$ cat config.mk
export PLATFORM = sky130hd
export DESIGN_NAME = if_id_decode
export DESIGN_NICKNAME = d
export VERILOG_FILES = /design/src/rtl/if_id_decode.sv
export SDC_FILE = /design/constraint.sdc
export NUM_CORES = 1
export LEC_CHECK = 0
export CELL_PAD_IN_SITES_DETAIL_PLACEMENT = 2
export CELL_PAD_IN_SITES_GLOBAL_PLACEMENT = 2
export CORE_MARGIN = 2
export CORE_UTILIZATION = 24
export CTS_CLUSTER_DIAMETER = 40
export DETAILED_ROUTE_END_ITERATION = 12
export PLACE_DENSITY = 0.84
export REMOVE_ABC_BUFFERS = 1
export SKIP_LAST_GASP = 1
export SLEW_MARGIN = 0
export SYNTH_ARGS = -nofsm -noshare
export SYNTH_HDL_FRONTEND = slang
export SYNTH_SLANG_ARGS = --single-unit
$ cat constraint.sdc
create_clock -name clk -period 7.7 [get_ports clk]
set_input_delay 1.54 -clock clk [delete_from_list [all_inputs] [get_ports clk]]
set_output_delay 1.54 -clock clk [all_outputs]
set_load 0.02 [all_outputs]
$ cat src/rtl/if_id_decode.sv
// IF/ID pipeline register with RV32I immediate field extraction and extension-select decode.
// Holds on stall, bubbles on flush, and counts stalled valid cycles with saturation.
module if_id_decode (
  input  logic        clk,
  input  logic        rst,
  input  logic        if_valid,
  input  logic [31:0] if_pc,
  input  logic [31:0] if_instr,
  input  logic        stall,
  input  logic        flush,
  output logic        id_valid,
  output logic [31:0] id_pc,
  output logic [31:0] id_instr,
  output logic [4:0]  iimm_shamt,
  output logic [11:0] iimm,
  output logic [11:0] simm,
  output logic [11:0] bimm,
  output logic [19:0] uimm,
  output logic [19:0] jimm,
  output logic [5:0]  EXTOp,
  output logic        id_illegal,
  output logic [15:0] stall_cnt
);

  localparam logic [31:0] NOP_INSTR = 32'h0000_0013;

  logic [6:0]  opcode;
  logic [2:0]  funct3;
  logic [5:0]  ext_dec;
  logic        illegal_dec;

  logic        load_valid;
  logic        hold;
  logic        cnt_inc;

  logic        id_valid_next;
  logic [31:0] id_pc_next;
  logic [31:0] id_instr_next;
  logic [4:0]  iimm_shamt_next;
  logic [11:0] iimm_next;
  logic [11:0] simm_next;
  logic [11:0] bimm_next;
  logic [19:0] uimm_next;
  logic [19:0] jimm_next;
  logic [5:0]  ext_next;
  logic        illegal_next;
  logic [15:0] stall_cnt_next;

  assign opcode = if_instr[6:0];
  assign funct3 = if_instr[14:12];

  // Extension select from the incoming word, so it lands in the same edge as id_instr.
  always_comb begin
    ext_dec     = 6'b000000;
    illegal_dec = 1'b0;
    case (opcode)
      7'b0010011: ext_dec = (funct3 == 3'b001 || funct3 == 3'b101) ? 6'b100000 : 6'b010000;
      7'b0000011,
      7'b1100111: ext_dec = 6'b010000;
      7'b0100011: ext_dec = 6'b001000;
      7'b1100011: ext_dec = 6'b000100;
      7'b0110111,
      7'b0010111: ext_dec = 6'b000010;
      7'b1101111: ext_dec = 6'b000001;
      7'b0110011,
      7'b1110011,
      7'b0001111: ext_dec = 6'b000000;
      default:    illegal_dec = 1'b1;
    endcase
  end

  // Priority: rst > flush > stall > load; anything not held or loaded becomes a bubble.
  assign hold       = !rst && !flush && stall;
  assign load_valid = !rst && !flush && !stall && if_valid;
  assign cnt_inc    = hold && id_valid && (stall_cnt != 16'hFFFF);

  always_comb begin
    id_valid_next   = 1'b0;
    id_pc_next      = 32'h0;
    id_instr_next   = NOP_INSTR;
    iimm_shamt_next = 5'd0;
    iimm_next       = 12'h0;
    simm_next       = 12'h0;
    bimm_next       = 12'h0;
    uimm_next       = 20'h0;
    jimm_next       = 20'h0;
    ext_next        = 6'b000000;
    illegal_next    = 1'b0;
    if (hold) begin
      id_valid_next   = id_valid;
      id_pc_next      = id_pc;
      id_instr_next   = id_instr;
      iimm_shamt_next = iimm_shamt;
      iimm_next       = iimm;
      simm_next       = simm;
      bimm_next       = bimm;
      uimm_next       = uimm;
      jimm_next       = jimm;
      ext_next        = EXTOp;
      illegal_next    = id_illegal;
    end else if (load_valid) begin
      id_valid_next   = 1'b1;
      id_pc_next      = if_pc;
      id_instr_next   = if_instr;
      iimm_shamt_next = if_instr[24:20];
      iimm_next       = if_instr[31:20];
      simm_next       = {if_instr[31:25], if_instr[11:7]};
      bimm_next       = {if_instr[31], if_instr[7], if_instr[30:25], if_instr[11:8]};
      uimm_next       = if_instr[31:12];
      jimm_next       = {if_instr[31], if_instr[19:12], if_instr[20], if_instr[30:21]};
      ext_next        = ext_dec;
      illegal_next    = illegal_dec;
    end
  end

  always_comb begin
    stall_cnt_next = stall_cnt;
    if (rst)
      stall_cnt_next = 16'h0;
    else if (cnt_inc)
      stall_cnt_next = stall_cnt + 16'd1;
  end

  always_ff @(posedge clk) begin
    id_valid   <= id_valid_next;
    id_pc      <= id_pc_next;
    id_instr   <= id_instr_next;
    iimm_shamt <= iimm_shamt_next;
    iimm       <= iimm_next;
    simm       <= simm_next;
    bimm       <= bimm_next;
    uimm       <= uimm_next;
    jimm       <= jimm_next;
    EXTOp      <= ext_next;
    id_illegal <= illegal_next;
    stall_cnt  <= stall_cnt_next;
  end

endmodule
==> results.md, run 1 <==
- Status: completed
- Total Nets Final: roughly 570
- Worst-path fanout max: 65
- Critical Path Source Type: primary input
- Netlist cell types: 43
- Die height: 136.3 µm
- RSZ-0062 raised after global routing: no
- Static leakage: roughly 2.3 nW
- Cells after Synth: ~350
- Post-synth EDFFs: between 70 and 80
- Critical Path Sink Type: flop
- Max Buffers Root-to-Sink: 2
- Critical Path Source: rst
- Antenna-violating nets left: 0
- Synth Cell Area: about 4200 µm²
- Synth Flop Type: edfxtp_1
- Initial Utilization: approximately 24%
- Seq cells post-synth: 88
- Cell Chain, Critical Path: clkdlybuf4s50_1, nor2_1, nand3b_1, inv_2, nand2_1, nor4_1
- Worst path max stage delay: between 0.7 and 0.8 ns
- Final Hold Fails: 0
- Worst EP arrival: about 4.2 ns
- Post-CTS Setup Repair Bufs: 0
- Detailed placement HPWL: approximately 11000 µm
- Ys async rst share: 0%
- DRT Wirelength: 13810 µm
- Sequential area share after synthesis: between 50% and 60%
- First-pass GRT wire length: 20180 µm
- DR vias/cell: ~4.3
- TNS Setup: 0 ns
- Slowest CP cell: clkdlybuf4s50_1
- Largest net degree at the start of global routing: between 70 and 80
- Peak VDD IR: between 0.09 and 0.1 mV
- FF-to-FF Start: stall_cnt[11]
- Drt initial violations: around 110
- Layout cells sized above 1: under 10%
- Worst Hold Launch: stall_cnt[8]
- Area Overhead vs Synth: 53.80%
- Dominant cells by area after synthesis: edfxtp_1, buf_4, and2_1
- Number of global-route vias before repair: 3322
- Fill count: 1804
- Hold_buf cts: 0
- Htree depth: 3
- Total track usage: 14.48%
- Routed vias: about 3.1k
- Std-Cell Core Area: approximately 17000 µm²
- Syn. warnings: 0
- Clock-pin transition on the worst setup and hold timing paths: 0.06 ns
- Clk Tree Root Cell: clkbuf_16
- CTS tree: yes
- Crit path kind: in2reg
- Dpl ws: about 3.3 ns
- # diodes: 0
- Area leader, netlist: edfxtp_1
- Routability cong.: 0.8043
- Drt pass-1 iters: 4
- # rows: between 40 and 50
- Fmax: 247.8 MHz
- Max-Cap Viols: 0
- Period minus WS final: 4.036 ns
- Max transition margin: a little over a third
- Clk_lat worst skew: about 0.33 ns
- Port-buffer cells: around 240
- # DRC: 0
- Setup violators final: 0
- Average size of a mapped cell: between 10 and 15 µm²
- Antenna violations before repair: 0
- Multi-input logic area: roughly 1100 µm²
- Worst EP required: ~7.9 ns
- Tcrit/Tclk final: a little over half
- Slew Limit Fails: 0
- Final setup margin: roughly 3.7 ns
- Skew final: 0.002250 ns
- DIE AREA: approximately 19000 µm²
- Avg WL per Cell: about 19 µm
- Worst-Margin Slew: roughly 0.98 ns
- Die width: ~140 µm
- Storage element area: roughly 2500 µm²
- Pwr/cell area: roughly 180 nW/µm²
- I/O Pins: around 240
- CTS sink cnt: 88
- Hold Crit Class: reg2reg
- TritonCTS Buffers: 9
- Top cell type's share of synthesized area: between 50% and 60%
- Cts repair resizes: 0
- Remaining Overflow, GRT: 0
[power by group]
group | internal [W] | switching [W] | total (W)
sequential | 0.000534 | 0.0000141 | 0.000548
combinational | 0.000105 | 0.0000958 | 0.000201
clock | 0.000214 | 0.000173 | 0.000387
total | 0.000852 | 0.000283 | 0.00114
[flip-flops by register name (all words and copies together) (netlist names)]
name,flops
EXTOp,6
id_illegal,1
id_instr,32
id_pc,32
id_valid,1
stall_cnt,16
[synthesized netlist by cell type, drive strengths merged, types with 4 or more instances]
library cell  number
a21oi              7
and2              60
buf               83
clkbuf             8
dfxtp             16
edfxtp            72
inv                5
nand2             10
nand2b             7
nand3              7
nand4              4
nor2              11
nor3               9
nor4               7
o21ai              5
[metal layers]
layer  global-route usage, %  routed length, µm  up-vias
li1                        -                  -     1458
met1                   15.94               5278     1541
met4                   4.167                213        0
met3                   4.847               1083       16
met5                       0                  0        -
met2                   26.38               7231      132
[per-stage QoR]
stage	instances	total power, W	hold slack (ns)	area, µm²	utilization (%)
floorplan	256	0.0006262	0.5507	3548	-
global placement	718	0.0007557	0.4970	6210	36.03
detailed placement	718	0.0007615	0.5344	6210	36.03
CTS	733	0.001156	0.5424	6464	37.50
global route	733	0.001180	0.5897	6464	37.50
finish	733	0.001136	0.5388	6464	37.50
[worst max-delay path, delay by kind of cell]
family,cells,cell delay [ns]
buf+inv,2,1.47
simple gates,4,1.17
[worst paths after layout]
check | endpoint | slack, ns | cells after the start
worst max-delay path | EXTOp[1] | 3.66 | 6
worst min-delay path | stall_cnt[8] | 0.54 | 2
worst max register to register | stall_cnt[7] | 5.59 | 4
worst min register to register | stall_cnt[8] | 0.54 | 2
[final cells by class]
cell class	count	area share, %
inverters	5	0.2904
repair buffers	237	36.70
multi-input cells	163	16.32
clock inverters	5	0.3871
well taps	225	4.355
clock buffers	10	3.542
flip-flops and latches	88	38.40
[logic make-up after synthesis]
family | after synthesis | synth area share [%]
buffers and inverters | 96 | 16.02
adders and majority gates | 1 | 0.2977
and+or+nand+nor | 131 | 19.11
xor gates and xnor gates | 1 | 0.2084
AOI/OAI and AO/OA | 27 | 4.526
DFF | 88 | 59.07
muxes | 3 | 0.7740
[placed cells by master, fill, tap and decap left out, types with 3 or more instances in the layout]
cell / synthesis / routed
nand3_1: 7 / 7
a21oi_1: 7 / 7
nor2b_1: 3 / 3
clkdlybuf4s50_1: 0 / 237
inv_1: 5 / 4
edfxtp_1: 72 / 72
and2_1: 60 / 60
o21ai_0: 5 / 5
nand2b_1: 7 / 7
nor2_1: 11 / 11
nor4_1: 7 / 7
nand2_1: 10 / 9
nor3b_1: 3 / 3
clkinv_1: 0 / 3
nor3_1: 9 / 9
dfxtp_1: 16 / 16
clkbuf_16: 0 / 9
nand4_1: 3 / 3
Note: power is estimated with default switching activity, not from simulation.
==> run 2, diff against run 1 <==
--- a/config.mk
+++ b/config.mk
@@ -8,10 +8,10 @@
 export CELL_PAD_IN_SITES_DETAIL_PLACEMENT = 2
 export CELL_PAD_IN_SITES_GLOBAL_PLACEMENT = 2
 export CORE_MARGIN = 2
-export CORE_UTILIZATION = 24
+export CORE_UTILIZATION = 20
 export CTS_CLUSTER_DIAMETER = 40
 export DETAILED_ROUTE_END_ITERATION = 12
-export PLACE_DENSITY = 0.84
+export PLACE_DENSITY = 0.74
 export REMOVE_ABC_BUFFERS = 1
 export SKIP_LAST_GASP = 1
 export SLEW_MARGIN = 0
==> constraint.sdc (replaced) <==
create_clock -name clk -period 3.7 [get_ports clk]
set_input_delay 0.74 -clock clk [delete_from_list [all_inputs] [get_ports clk]]
set_output_delay 0.74 -clock clk [all_outputs]
set_load 0.02 [all_outputs]
==> run 2 against run 1 <==
Compared with the run above:
- utilization shrank 5.8 points
- first-iteration DRC count shrank 3.7%
- register-to-register slack lost 4.0 ns
- combinational power grew 110%
- critical path type unchanged
- critical endpoint is now EXTOp[5]
==> results.md, run 2 (same netlist as run 1, synthesis figures left out) <==
- Die height: 149.0 µm (was 136.3 µm)
- Critical Path Sink Type: flop (unchanged)
- Worst path max stage delay: 0.59 ns (was 0.79 ns)
- Worst-path fanout max: 5 (was 65)
- Crit Reg-Reg Endpoint: stall_cnt[7] (unchanged)
- Pwr/cell area: 369.0 nW/µm² (was 175.7 nW/µm²)
- Max-Cap Viols: 0 (unchanged)
- Worst hold path depth: 2 (unchanged)
- DR vias/cell: 4.095 (was 4.293)
- Largest net degree at the start of global routing: 56 (was 73)
- Cts repair resizes: 0 (unchanged)
- Most common cell after layout, fill and taps aside: clkdlybuf4s50_1 (unchanged)
- DIE AREA: 22190 µm² (was 18590 µm²)
- Peak VDD IR: 0.1674 mV (was 0.09700 mV)
- Hold_buf cts: 0 (unchanged)
- FF-to-FF Start: stall_cnt[0] (was stall_cnt[11])
- Max Buffers Root-to-Sink: 2 (unchanged)
- Hold slack: 0.5106 ns (was 0.5388 ns)
- Port-buffer cells: 237 (unchanged)
- Hold path endpoint: stall_cnt[8] (unchanged)
- Status: completed (unchanged)
- # diodes: 0 (unchanged)
- Setup violators final: 0 (unchanged)
- Drt pass-1 iters: 4 (unchanged)
- Top Registers: id_instr (32), id_pc (32), stall_cnt (16) (unchanged)
- Post-CTS Setup Repair Bufs: 0 (unchanged)
- Final Hold Fails: 0 (unchanged)
- RSZ-0062 raised after global routing: no (unchanged)
- First-pass GRT wire length: 20650 µm (was 20180 µm)
- DRT Wirelength: 13840 µm (was 13810 µm)
- Period minus WS final: about 2.5 ns
- Skew final: 0.005659 ns (was 0.002250 ns)
- Fmax: roughly 400 MHz
- Detailed placement HPWL: 10640 µm (was 10560 µm)
- Multi-input logic area: 1055 µm² (unchanged)
- DP Area: 6322 µm² (was 6210 µm²)
- Storage element area: 2482 µm² (unchanged)
- Routed vias: 3231 (was 3147)
- Slowest CP cell: or4_1 (was clkdlybuf4s50_1)
- Util after Layout: 31.71% (was 37.50%)
- Dpl ws: 0.8298 ns (was 3.276 ns)
- Drt initial violations: 104 (was 108)
- Initial Utilization: 20.18% (was 24.38%)
- # rows: 53 (was 48)
- Std-Cell Core Area: 20820 µm² (was 17240 µm²)
- Avg WL per Cell: 17.54 µm (was 18.83 µm)
- Worst Reg-to-Reg Cells: 5 (was 4)
- Slew Limit Fails: 0 (unchanged)
- Fin area: 6603 µm² (was 6464 µm²)
- Hold Crit Class: reg2reg (unchanged)
- CTS tree: yes (unchanged)
- Cell Chain, Critical Path: clkdlybuf4s50_1, nor2_1, nand3b_1, or4_1, nor4_1 (was clkdlybuf4s50_1, nor2_1, nand3b_1, inv_2, nand2_1, nor4_1)
- Tcrit/Tclk final: between 60 and 70%
- Remaining Overflow, GRT: 0 (unchanged)
- Die width: 149.0 µm (was 136.3 µm)
- Clock-pin transition on the worst setup and hold timing paths: 0.07 ns (was 0.06 ns)
- Clk Tree Root Cell: clkbuf_16 (unchanged)
- Final setup margin: 1.203 ns (was 3.664 ns)
- Antenna-violating nets left: 0 (unchanged)
- # DRC: 0 (unchanged)
- Worst EP arrival: 2.64 ns (was 4.18 ns)
- R2R Setup Slk: 1.59 ns (was 5.59 ns)
- Static leakage: 2.348 nW (was 2.311 nW)
- TritonCTS Buffers: 9 (unchanged)
- Area Overhead vs Synth: 57.10% (was 53.80%)
- Antenna violations before repair: 0 (unchanged)
- CTS sink cnt: 88 (unchanged)
- Critical Path Source Type: primary input (unchanged)
- Worst EP required: 3.85 ns (was 7.85 ns)
- Commonest cells after routing, fill and taps aside: clkdlybuf4s50_1, edfxtp_1, and2_1 (unchanged)
- TNS Setup: 0 ns (unchanged)
- Crit path kind: in2reg (unchanged)
- Total track usage: 12.18% (was 14.48%)
- Htree depth: 3 (unchanged)
- Clk_lat worst skew: 0.34 ns (was 0.33 ns)
- Max transition margin: 57.43% (was 34.98%)
- Layout cells sized above 1: 5.837% (was 3.937%)
- Fill count: 2238 (was 1804)
- I/O Pins: 238 (unchanged)
- Worst Hold Launch: stall_cnt[8] (unchanged)
- Routability cong.: 0.7971 (was 0.8043)
- CP bufs+invs: 1 (was 2)
- Worst-Margin Slew: 0.6303 ns (was 0.9753 ns)
- CP delay by family, top: simple AND/OR/NAND/NOR gates (was buffers and inverters)
- Number of global-route vias before repair: 3501 (was 3322)
- Total Nets Final: 579 (was 574)
## run 2: cell count changes in the layout (fill, tap and decap cells not counted), sizes merged
cell,change
clkinvlp,+2
buf,+5
clkinv,-2
clkbuf,-1
inv,+2
## run 2: routing by layer
metal	up-vias	wire, µm	GRT usage, %
li1	1472	-	-
met5	-	0	0
met1	1598	5820	14.71
met4	0	136	3.286
met3	14	1157	4.006
met2	147	6723	20.83
## run 2: tightest hold or removal path, cell delays in order (launching register included)
cell     delay, ns
dfxtp_1       0.34
nand2_1       0.06
o21ai_0       0.06
## run 2: worst max-delay path by stage
stage                     depth (start not counted)  startpoint            end  slack [ns]
after floorplan                                   2       flush       EXTOp[0]        0.89
after global placement                            6         rst  stall_cnt[11]        0.89
after detailed placement                          6         rst    id_instr[4]        0.83
after CTS                                         6         rst      id_pc[11]        1.20
after global routing                              6         rst    id_instr[4]        1.01
final                                             5         rst       EXTOp[5]        1.20
## run 2: final cells by class
class                      count  share of cell area (%)
clock inverter                 7                  0.8338
tap                          275                   5.211
sequential                    88                   37.60
timing repair buffer         242                   36.69
inverter                       5                  0.2843
multi-input combinational    163                   15.97
clock buffer                   9                   3.411
## run 2: per-stage QoR
step                      total power, W  cells
after floorplan                 0.001303    256
after global placement          0.001579    773
after detailed placement        0.001588    773
after CTS                       0.002476    789
after global routing            0.002538    789
final                           0.002436    789
## run 2: power by group
| part | internal, W | switching [W] | leakage [nW] | total [W] |
|---|---|---|---|---|
| sequential | 0.00111 | 0.0000289 | 0.952 | 0.00114 |
| clock | 0.000462 | 0.000415 | 0.132 | 0.000877 |
| combinational | 0.000221 | 0.000199 | 1.26 | 0.000421 |
| total | 0.00179 | 0.000644 | 2.35 | 0.00244 |
==> run 3, diff against run 2 <==
--- a/config.mk
+++ b/config.mk
@@ -8,10 +8,10 @@
 export CELL_PAD_IN_SITES_DETAIL_PLACEMENT = 2
 export CELL_PAD_IN_SITES_GLOBAL_PLACEMENT = 2
 export CORE_MARGIN = 2
-export CORE_UTILIZATION = 20
+export CORE_UTILIZATION = 23
 export CTS_CLUSTER_DIAMETER = 40
 export DETAILED_ROUTE_END_ITERATION = 12
-export PLACE_DENSITY = 0.74
+export PLACE_DENSITY = 0.81
 export REMOVE_ABC_BUFFERS = 1
 export SKIP_LAST_GASP = 1
 export SLEW_MARGIN = 0
==> constraint.sdc (replaced) <==
create_clock -name clk -period 2.5 [get_ports clk]
set_input_delay 0.5 -clock clk [delete_from_list [all_inputs] [get_ports clk]]
set_output_delay 0.5 -clock clk [all_outputs]
set_load 0.02 [all_outputs]
==> run 3 against run 2 <==
Compared with the run above:
- worst hold slack gained 0.024 ns
- clock power grew 77%
- total power grew 59%
- highest routed layer unchanged
- largest power group unchanged
- clock-buffer cell count grew 2
- largest cell class unchanged
==> results.md, run 3 (same netlist as run 1, synthesis figures left out) <==
- Antenna-violating nets left: 0 (unchanged)
- Detailed placement HPWL: 11090 µm (was 10640 µm)
- Std-Cell Core Area: 17960 µm² (was 20820 µm²)
- Fmax: between 400 and 500 MHz
- Most common cell after layout, fill and taps aside: clkdlybuf4s50_1 (unchanged)
- Clock-pin transition on the worst setup and hold timing paths: 0.06 ns (was 0.07 ns)
- Top routing layer in use: met4 (unchanged)
- Post-CTS Setup Repair Bufs: 0 (unchanged)
- Placed insts: 731 (was 773)
- I/O Pins: 238 (unchanged)
- Slew Limit Fails: 0 (unchanged)
- Final Power: 0.003863 W (was 0.002436 W)
- Worst-path fanout max: 4 (was 5)
- TritonCTS Buffers: 9 (unchanged)
- Commonest cells after routing, fill and taps aside: clkdlybuf4s50_1, edfxtp_1, and2_1 (unchanged)
- # diodes: 0 (unchanged)
- Drt initial violations: 81 (was 104)
- Max transition margin: 49.32% (was 57.43%)
- Final Hold Fails: 0 (unchanged)
- Skew final: 0.002753 ns (was 0.005659 ns)
- Static leakage: 2.412 nW (was 2.348 nW)
- Initial Utilization: 23.40% (was 20.18%)
- # DRC: 0 (unchanged)
- Peak VDD IR: 0.3290 mV (was 0.1674 mV)
- Critical Path Sink Type: flop (unchanged)
- Total Nets Final: 583 (was 579)
- Met3 wire length: 606 µm (was 1157 µm)
- Worst EP required: 2.64 ns (was 3.85 ns)
- Worst EP arrival: 2.30 ns (was 2.64 ns)
- Top Registers: id_instr (32), id_pc (32), stall_cnt (16) (unchanged)
- CTS tree: yes (unchanged)
- Routability cong.: 0.7969 (was 0.7971)
- DR vias/cell: 4.269 (was 4.095)
- Largest net degree at the start of global routing: 49 (was 56)
- Area Overhead vs Synth: 58.38% (was 57.10%)
- Htree depth: 3 (unchanged)
- Pwr/cell area: 580.4 nW/µm² (was 369.0 nW/µm²)
- Worst-Margin Slew: 0.7533 ns (was 0.6303 ns)
- Dpl ws: -0.03805 ns (was 0.8298 ns)
- Critical Path Source Type: primary input (unchanged)
- Number of global-route vias before repair: 3457 (was 3501)
- Antenna violations before repair: 0 (unchanged)
- Avg WL per Cell: 18.67 µm (was 17.54 µm)
- Total track usage: 14.39% (was 12.18%)
- Max Buffers Root-to-Sink: 2 (unchanged)
- CTS sink cnt: 88 (unchanged)
- Routed vias: 3189 (was 3231)
- Cts repair resizes: 0 (unchanged)
- DRT Wirelength: 13950 µm (was 13840 µm)
- TNS Setup: 0 ns (unchanged)
- Clk Tree Root Cell: clkbuf_16 (unchanged)
- # rows: 49 (was 53)
- Clk_lat worst skew: 0.34 ns (about the same)
- Die height: 139.2 µm (was 149.0 µm)
- Wl on met1: 5552 µm (was 5820 µm)
- First-pass GRT wire length: 21320 µm (was 20650 µm)
- Final setup margin: 0.3456 ns (was 1.203 ns)
- Crit path kind: in2reg (unchanged)
- Setup violators final: 0 (unchanged)
- Die width: 139.2 µm (was 149.0 µm)
- Final Instance Count excl. Fillers: 747 (was 789)
- RSZ-0062 raised after global routing: no (unchanged)
- Hold Crit Class: reg2reg (unchanged)
- Tcrit/Tclk final: a little under nine tenths
- Drt pass-1 iters: 4 (unchanged)
- Layout cells sized above 1: 5.985% (was 5.837%)
- Status: completed (unchanged)
- Hold_buf cts: 0 (unchanged)
- Max-Cap Viols: 0 (unchanged)
- Remaining Overflow, GRT: 0 (unchanged)
- Port-buffer cells: 237 (unchanged)
- Period minus WS final: roughly 2.2 ns
- WL met2: 7684 µm (was 6723 µm)
- DIE AREA: 19370 µm² (was 22190 µm²)
[run 3: per-layer routing]
layer | GRT usage (%) | vias to the layer above
met3 | 3.073 | 9
met4 | 3.509 | 0
met5 | 0 | -
met2 | 27.48 | 130
li1 | - | 1479
met1 | 16.23 | 1571
[run 3: critical path, cell delays in order]
cell,delay (ns)
clkdlybuf4s50_1,0.46
nor2_1,0.25
nand3b_1,0.22
or4_1,0.58
nor4_1,0.29
[run 3: final timing paths]
kind / startpoint / end / slack (ns) / depth (start not counted)
worst max register to register: stall_cnt[0] / stall_cnt[7] / 0.43 / 5
worst min-delay path: stall_cnt[8] / stall_cnt[8] / 0.53 / 2
worst min register to register: stall_cnt[8] / stall_cnt[8] / 0.53 / 2
worst max-delay path: rst / EXTOp[5] / 0.35 / 5
[run 3: cell type report]
type                            instances  area (µm²)
Fill cell                            1848       11310
Timing Repair Buffer                  246        2477
Inverter                                5       18.77
Sequential cell                        88        2482
Clock buffer                           11       232.7
Multi-Input combinational cell        163        1055
Tap cell                              229       286.5
Clock inverter                          5       103.9
[run 3: power by group]
part	switching (W)	internal (W)	leakage (nW)	total (W)
Sequential	0.0000449	0.00164	0.952	0.00169
Combinational	0.000297	0.000332	1.30	0.000628
Clock	0.000567	0.000980	0.164	0.00155
[run 3: per-stage QoR]
step	hold WS, ns	util [%]	cell area, µm²
floorplan	0.5507	-	3548
global placement	0.4974	35.18	6320
detailed placement	0.5280	35.18	6320
CTS	0.5373	37.06	6656
global route	0.5711	37.06	6656
finish	0.5342	37.06	6656
